**src/rtl/secuencia_ctrl_if.sv**
```systemverilog
// Handshake bundle between secuencia_ctrl and its word source, result sink and "11" detector.
// Signals: in_valid/in_data/in_ready (word in), w/z (detector link), out_valid/out_count/
//          out_map/out_ready (result out), busy (status). master = controller side.
interface secuencia_ctrl_if #(
   parameter int DATA_W = 8,
   parameter int CNT_W  = $clog2(DATA_W + 1)
);
   logic              in_valid;
   logic [DATA_W-1:0] in_data;
   logic              in_ready;
   logic              w;
   logic              z;
   logic              out_valid;
   logic [CNT_W-1:0]  out_count;
   logic [DATA_W-1:0] out_map;
   logic              out_ready;
   logic              busy;

   modport master (
      input  in_valid, in_data, z, out_ready,
      output in_ready, w, out_valid, out_count, out_map, busy
   );

   modport slave (
      output in_valid, in_data, z, out_ready,
      input  in_ready, w, out_valid, out_count, out_map, busy
   );
endinterface

```
**src/rtl/secuencia_ctrl.sv**
```systemverilog
// Bit-serial sequencer for the secuencia_mealy "11" detector: shifts each word MSB-first on w,
// samples z the same cycle, returns match count + position map. Result valid DATA_W+1 cycles
// after accept; result held in DONE until out_ready. Optional macro SECUENCIA_CTRL_ABORT_EN adds abort.
// Ports: clk, reset (async, active-low), bus (secuencia_ctrl_if.master), [abort].
module secuencia_ctrl #(
   parameter int DATA_W = 8,
   parameter int CNT_W  = $clog2(DATA_W + 1)
) (
   input  logic clk,
   input  logic reset,
`ifdef SECUENCIA_CTRL_ABORT_EN
   input  logic abort,
`endif
   secuencia_ctrl_if.master bus
);
   localparam int IDX_W = $clog2(DATA_W);

   typedef enum logic [1:0] {
      IDLE  = 2'd0,
      SHIFT = 2'd1,
      DONE  = 2'd2
   } state_t;

   state_t            state, state_nxt;
   logic [DATA_W-1:0] shreg;
   logic [IDX_W-1:0]  idx;
   logic [CNT_W-1:0]  count;
   logic [DATA_W-1:0] map;
   logic              abort_i;
   logic              accept;

`ifdef SECUENCIA_CTRL_ABORT_EN
   assign abort_i = abort;
`else
   assign abort_i = 1'b0;
`endif

   // abort in IDLE blocks the accept without dropping in_ready
   assign accept = (state == IDLE) && bus.in_valid && !abort_i;

   // state register
   always_ff @(posedge clk or negedge reset) begin
      if (!reset) state <= IDLE;
      else        state <= state_nxt;
   end

   // next-state logic
   always_comb begin
      state_nxt = state;
      case (state)
         IDLE:    if (accept) state_nxt = SHIFT;
         SHIFT: begin
            if (abort_i)                 state_nxt = IDLE;
            else if (idx == IDX_W'(0))   state_nxt = DONE;
         end
         DONE:    if (abort_i || bus.out_ready) state_nxt = IDLE;
         default: state_nxt = IDLE;
      endcase
   end

   // output logic; w is forced low outside SHIFT so the detector falls back to S0 between words
   always_comb begin
      bus.in_ready  = (state == IDLE);
      bus.w         = (state == SHIFT) ? shreg[DATA_W-1] : 1'b0;
      bus.out_valid = (state == DONE);
      bus.busy      = (state == SHIFT) || (state == DONE);
      bus.out_count = count;
      bus.out_map   = map;
   end

   // datapath: shift register, bit index, match count and map
   always_ff @(posedge clk or negedge reset) begin
      if (!reset) begin
         shreg <= '0;
         idx   <= '0;
         count <= '0;
         map   <= '0;
      end else if (abort_i && (state != IDLE)) begin
         count <= '0;
         map   <= '0;
      end else begin
         case (state)
            IDLE: begin
               if (accept) begin
                  shreg <= bus.in_data;
                  idx   <= IDX_W'(DATA_W - 1);
                  count <= '0;
                  map   <= '0;
               end
            end
            SHIFT: begin
               // z is combinational in the bit currently on w, so it belongs to map[idx]
               if (bus.z) begin
                  count    <= count + CNT_W'(1);
                  map[idx] <= 1'b1;
               end
               shreg <= {shreg[DATA_W-2:0], 1'b0};
               idx   <= idx - IDX_W'(1);
            end
            default: ;
         endcase
      end
   end
endmodule

```
**src/flat_wrapper.sv**
```systemverilog
// flat-port wrapper written by rule: the top's interface ports become plain ports
module secuencia_ctrl_flat 
#(
   parameter int DATA_W = 8,
   parameter int CNT_W  = $clog2(DATA_W + 1)
)
  (clk, reset, bus_in_valid, bus_in_data, bus_z, bus_out_ready, bus_in_ready, bus_w, bus_out_valid, bus_out_count, bus_out_map, bus_busy);
  secuencia_ctrl_if #(.DATA_W(DATA_W), .CNT_W(CNT_W)) bus_i ();
  input  logic clk;
  input  logic reset;
  input wire logic [$bits(bus_i.in_valid)-1:0] bus_in_valid;
  input wire logic [$bits(bus_i.in_data)-1:0] bus_in_data;
  input wire logic [$bits(bus_i.z)-1:0] bus_z;
  input wire logic [$bits(bus_i.out_ready)-1:0] bus_out_ready;
  output wire logic [$bits(bus_i.in_ready)-1:0] bus_in_ready;
  output wire logic [$bits(bus_i.w)-1:0] bus_w;
  output wire logic [$bits(bus_i.out_valid)-1:0] bus_out_valid;
  output wire logic [$bits(bus_i.out_count)-1:0] bus_out_count;
  output wire logic [$bits(bus_i.out_map)-1:0] bus_out_map;
  output wire logic [$bits(bus_i.busy)-1:0] bus_busy;
  assign bus_i.in_valid = bus_in_valid;
  assign bus_i.in_data = bus_in_data;
  assign bus_i.z = bus_z;
  assign bus_i.out_ready = bus_out_ready;
  assign bus_in_ready = bus_i.in_ready;
  assign bus_w = bus_i.w;
  assign bus_out_valid = bus_i.out_valid;
  assign bus_out_count = bus_i.out_count;
  assign bus_out_map = bus_i.out_map;
  assign bus_busy = bus_i.busy;
  secuencia_ctrl #(.DATA_W(DATA_W), .CNT_W(CNT_W)) u_core (.clk(clk), .reset(reset), .bus(bus_i));
endmodule
```
**config.mk**
```make
export PLATFORM = sky130hd
export DESIGN_NAME = secuencia_ctrl_flat
export DESIGN_NICKNAME = d
export VERILOG_FILES = /design/src/rtl/secuencia_ctrl_if.sv /design/src/rtl/secuencia_ctrl.sv /design/src/flat_wrapper.sv
export SDC_FILE = /design/constraint.sdc
export NUM_CORES = 1
export LEC_CHECK = 0
export ABC_AREA = 1
export CAP_MARGIN = 0
export CELL_PAD_IN_SITES_DETAIL_PLACEMENT = 2
export CELL_PAD_IN_SITES_GLOBAL_PLACEMENT = 2
export CORE_MARGIN = 2
export CORE_UTILIZATION = 27
export DETAILED_ROUTE_END_ITERATION = 10
export GPL_TIMING_DRIVEN = 0
export HOLD_SLACK_MARGIN = 0.05
export PLACE_DENSITY = 0.82
export SETUP_SLACK_MARGIN = 0.2
export SYNTH_ARGS = -nofsm -noshare
export SYNTH_HDL_FRONTEND = slang
export SYNTH_SLANG_ARGS = --single-unit
```
**constraint.sdc**
```tcl
create_clock -name clk -period 2.75 [get_ports clk]
set_clock_uncertainty 0.05 [all_clocks]
set_input_delay 0.4125 -clock clk [delete_from_list [all_inputs] [get_ports clk]]
set_output_delay 0.4125 -clock clk [all_outputs]
set_load 0.1 [all_outputs]
```
Word level (Yosys, flattened, before mapping):

Cells that the tools add are included.

* divide/modulo/power cells: 0
* mux-type cells: 17
* multiply operators: 0
* eq/ne operators: 6
* magnitude comparators: 2
* reductions and logical operators: 9
* shifts and indexed selects: 0
* bitwise gates (word level): 1
* $add $sub $neg: 2

Operators with widths (count)
* 8-bit case mux with 2 select lines: 2
* 8-bit two-way mux: 3
* 4-bit two-way mux: 2
* 8-bit OR: 1
* 4-bit case mux with 2 select lines: 1
* 2-bit two-way mux: 3
* 2-bit case mux with 3 select lines: 1
* 3-bit case mux with 2 select lines: 1
* 3-bit AND reduction: 2
* 4-bit by 1-bit adder with 4-bit output, second input constant: 1
* 3-bit by 4-bit less-than comparator with 1-bit output, second input constant: 1
* 2-bit by 1-bit inequality test with 1-bit output, second input constant: 2
* 2-bit inequality test, second input constant: 2
* 1-bit demux with 3-bit select: 1
* 3-bit by 1-bit greater-or-equal comparator with 1-bit output, second input constant: 1
* 3-bit zero test: 1
* 3-bit two-way mux: 1
* 3-bit by 1-bit subtractor with 3-bit output, second input constant: 1
* 2-bit by 1-bit equality test with 1-bit output, second input constant: 1
* 2-bit equality test, second input constant: 1
* 1-bit logical AND: 2
* 2-bit zero test: 1
* 1-bit two-way mux: 2
* 2-bit AND reduction: 1
* other kinds (2): 2

* output and inout port bits: 16
* memories: 0
* bits of input ports: 13
* bits in read-only memories: 0
* RAM bits: 0
* register bits: 25
* word-level logic and storage cells: 42
* bits in latches: 0

Logic depth before layout (Yosys ltp):

* depth after elaboration: 7
* depth in mapped cells: 8
* depth with buffers taken out: 7

Worst setup path after synthesis:

No wires, ideal clock.

* path type: register to register
* start: register u_core.state[0]
* end: register u_core.count[2] (netlist: u_core.bus.out_count[2])
* path slack: 0.531 ns
* data arrival time: 2.049 ns
* cell stages (with the launch flop): 9
* setup time: 0.120 ns
* clock period less this slack: 2.219 ns
* required time: 2.580 ns
* path buffers: 1
* cell sequence: dfrtp_1 inv_1 ha_1 nand2_2 nand2_2 nor2_8 buf_8 nand3_1 nand2_1

* cells in the longest elaborated chain, start to end: 4
* elaborated cells between the ends (all ways): 8
* those cells by class: eq/ne (3); mux (1); reduce/logical (4)

RTL lines
* start, declared: RTL line secuencia_ctrl.sv:24 `state_t state, state_nxt;`
* start signal, assigned: RTL line secuencia_ctrl.sv:44 `else state <= state_nxt;`
* 2-bit zero test *
* named net bus_in_ready: RTL line flat_wrapper.sv:15 `output wire logic [$bits(bus_i.in_ready)-1:0] bus_in_ready;`
* 1-bit logical AND: RTL line secuencia_ctrl.sv:39 `assign accept = (state == IDLE) && bus.in_valid && !abort_i;`
* 2-bit by 1-bit inequality test with 1-bit output (no source line)
* 3-bit AND reduction (no source line)
* end signal, assigned: RTL line secuencia_ctrl.sv:94 `count <= count + CNT_W'(1);`
* end, declared: RTL line secuencia_ctrl.sv:27 `logic [CNT_W-1:0] count;`

Mark *: on every way through the listed nets, which the timed path passes. The rest lies on a longest branch.
A chain may end at the register's enable or synchronous reset.

Final worst setup path:

* start: register u_core.state[0]
* end: output bus_busy

* cells in the longest elaborated chain, start to end: 2
* elaborated cells between the ends (all ways): 3
* those cells by class: eq/ne (2); reduce/logical (1)

RTL lines
* 2-bit by 1-bit equality test with 1-bit output / 2-bit equality test (equally long branches): RTL line secuencia_ctrl.sv:66 `bus.busy = (state == SHIFT) || (state == DONE);`
* 1-bit logical OR *: RTL line secuencia_ctrl.sv:66
* end, declared: RTL line flat_wrapper.sv:20 `output wire logic [$bits(bus_i.busy)-1:0] bus_busy;`

Mark *: on every way between the ends. The rest lies on a longest branch, timed or not.

==> impl_results.md <==
- Status: finished, final reports clean
- CTS tree: built
- Initial DRC Count: 44
- Worst hold start: u_core.shreg[7]$_DFFE_PN0P_
- GRT Util Overall: 0.1327
- R2R Setup Slk: ~1100 ps
- Dpl hpwl: 2608 microns
- Worst skew pair latency: 270 ps
- # hold bufs at CTS: 0
- Met1 Resource Use GR: 0.1621
- Num CTS Buffers: 3
- Sequential cell area fraction in the yosys report: 0.4472
- Initial antenna violation count: 0
- Met3 Use GR: 0.02844
- Tcrit/Tclk final: 0.8615
- Synth area leaders: dfrtp_1 (45%), nand2_1 (9.9%), ha_1 (7.2%)
- Vias per cell: ~4.5
- Crit end category: output port
- Syn_area_per_cell: 8.582 sq um
- Ant diodes: 0
- Max cap viols: 0
- Cell variety after synth: 21
- M2 GR Usage: 0.2357
- Worst setup path startpoint: u_core.state[0]$_DFFE_PN0P_
- CTS H-tree lvls: 1
- Grt ovf: 0
- Fin. max-slew vios: 0
- Crit Reg-Reg Startpoint: u_core.state[1]$_DFFE_PN0P_
- Synthesized area: between 1000 and 1500 sq um
- Req. time, crit path: 2290 ps
- RSZ-0062 raised after global routing: false
- Area leader, netlist: dfrtp_1
- CP peak stage delay: 840 ps
- Worst Hold Class: flip-flop to flip-flop
- Largest net degree at the start of global routing: 26
- Worst path depth: 3
- Crit path time final: 2369 ps
- Final net count: 217
- Layout Area Growth over Synthesis: 28.71%
- YS warnings: 0
- Crit path max-delay family: buffers and inverters
- Slowest CP cell: dlygate4sd2_1
- Global-route wire length before repair: 6099 microns
- Root Driver: clkbuf_8
- Number of synthesized register bits: 25
- Mapped Cells: 163
- Chip Width: 75.98 microns
- Busiest grt layer: met2
- Max-slew headroom: 0.2252
- I/O pin count: 29
- Syn Nets: 184
- Bufs and invs on worst path: 2
- Vias in the first global route: 1240
- R2R cell count: 7
- Core Area: 5042 sq um
- Hold Fails Final Rpt: 0
- Cell row count: 26
- Final wirelength: 3431 microns
- # Post-CTS Setup Buffers: 0
- Drt drc: 0
- Worst-path clk slew: 90 ps
- Tightest Pin Transition: 1159 ps
- Die span in y: 75.98 microns
- Critical path startpoint category: flip-flop
- Peak Freq: 422.1 MHz
- Crit Path Class: flip-flop to output port
- Clk sink count: 25
- Worst-path fanout max: 4
- Crit path cell chain: inv_1 -> ha_1 -> dlygate4sd2_1
- Yosys top cell area share: 0.4472
- Port Buf Inserts: 28
- Total number of vias: 1198
- WHS Path Cells: 2
- Antenna-violating nets left: 0
- GP Congestion: 0.6999
- Final setup viols: 0
- Wirelength per Cell: 12.95 microns
- Die area: 5773 sq um
- Initial Util: 0.2774
- Clk buf depth: 2
- TNS Setup: 0 ps
- Arrival time worst endpoint: 1910 ps
- Number of detailed-route iterations in the first pass: 4
- Layout cells sized above 1: 0.1436
## cell families (layout without fill, tap and decap cells)
group	count (synthesis)	after routing	share of synthesized area
simple gates	64	64	0.2183
compound gates	33	33	0.1547
buf+inv	32	64	0.1020
flops	25	25	0.4472
fa+ha+maj	8	8	0.07156
xor+xnor	1	1	0.006262
## through the flow
| step | std cells | utilization | worst slack, ps | hold slack, ps | cell area, sq um |
|---|---|---|---|---|---|
| finish | 265 | 0.3571 | 380.8 | 479.4 | 1800 |
| global route | 265 | 0.3571 | 290.9 | 518.2 | 1800 |
| CTS | 265 | 0.3586 | 140.1 | 486.8 | 1808 |
| detailed placement | 261 | 0.3504 | 168.6 | 464.0 | 1767 |
| global placement | 261 | 0.3504 | 187.9 | 448.0 | 1767 |
| floorplan | 163 | - | 531.0 | 66.91 | 1399 |
## metal layers
metal | vias up | share of wire
li1 | 589 | -
met1 | 588 | 0.45
met2 | 17 | 0.51
met3 | 4 | 0.029
met4 | 0 | 0.012
met5 | - | 0
## worst min-delay path: cells and delay by family, from the launching register on
kind            cells  cell delay [ps]
compound gates      1               90
flops               1              350
simple gates        1               50
## synthesized netlist by cell type
cell and number:
buf_8 1, nor2_8 1, o211ai_1 7, ha_1 8, nand2_1 37, nor2_2 1, buf_2 3, o21ai_2 8
xor2_1 1, buf_4 2, nand3b_4 1, nand2_2 3, nand4_1 1, inv_2 1, o21ai_0 6, o21ai_1 11
inv_1 25, a21oi_2 1, nor2_1 4, nand3_1 16, dfrtp_1 25
## layout by cell type, fill, tap and decap left out
cell type        synthesis  final
inv_1                   25     25
nor2_2                   1      1
o21ai_2                  8      8
o211ai_1                 7      7
o21ai_0                  6      6
buf_8                    1      1
dfrtp_1                 25     25
clkdlybuf4s50_1          0     24
nand3_1                 16     16
nor2_1                   4      4
o21ai_1                 11     11
clkbuf_2                 0      2
nand2_2                  3      3
a21oi_2                  1      1
ha_1                     8      8
nand3b_4                 1      1
nand2_1                 37     37
inv_2                    1      1
nor2_8                   1      1
buf_4                    2      2
buf_2                    3      3
dlygate4sd2_1            0      2
nand4_1                  1      1
clkbuf_8                 0      3
xor2_1                   1      1
clkinv_2                 0      1
## path summary, 6_finish.rpt
path	end
worst min-delay path	u_core.shreg[7]$_DFFE_PN0P_
max in group asynchronous	u_core.bus.out_map[3]$_DFFE_PN0P_
worst max-delay path	bus_busy
min in group asynchronous	u_core.bus.out_count[3]$_DFFE_PN0P_
worst min register to register	u_core.shreg[7]$_DFFE_PN0P_
worst max register to register	u_core.shreg[6]$_DFFE_PN0P_
## sequential cells by signal, indices dropped and copies added, names as in the netlist
signal	count
u_core.idx	3
u_core.state	2
u_core.bus.out_count	4
u_core.shreg	8
u_core.bus.out_map	8
## timing repair
item | in CTS | in global routing
resized for setup | 4 | 4
setup endpoints to repair | 4 | 2
gates cloned | 0 | 0
## final cells by class
| type | instances | area (sq um) |
|---|---|---|
| inverter | 26 | 97.59 |
| tap | 70 | 87.58 |
| timing repair buffer | 28 | 267.8 |
| clock buffer | 3 | 41.29 |
| fill | 583 | 3242 |
| multi-input combinational | 106 | 630.6 |
| clock inverter | 1 | 5.005 |
| buffer | 6 | 45.04 |
| sequential | 25 | 625.6 |
Power is left out: the tool's default activity adds up to more than one toggle a clock period on the data nets, which glitch-free logic cannot reach.
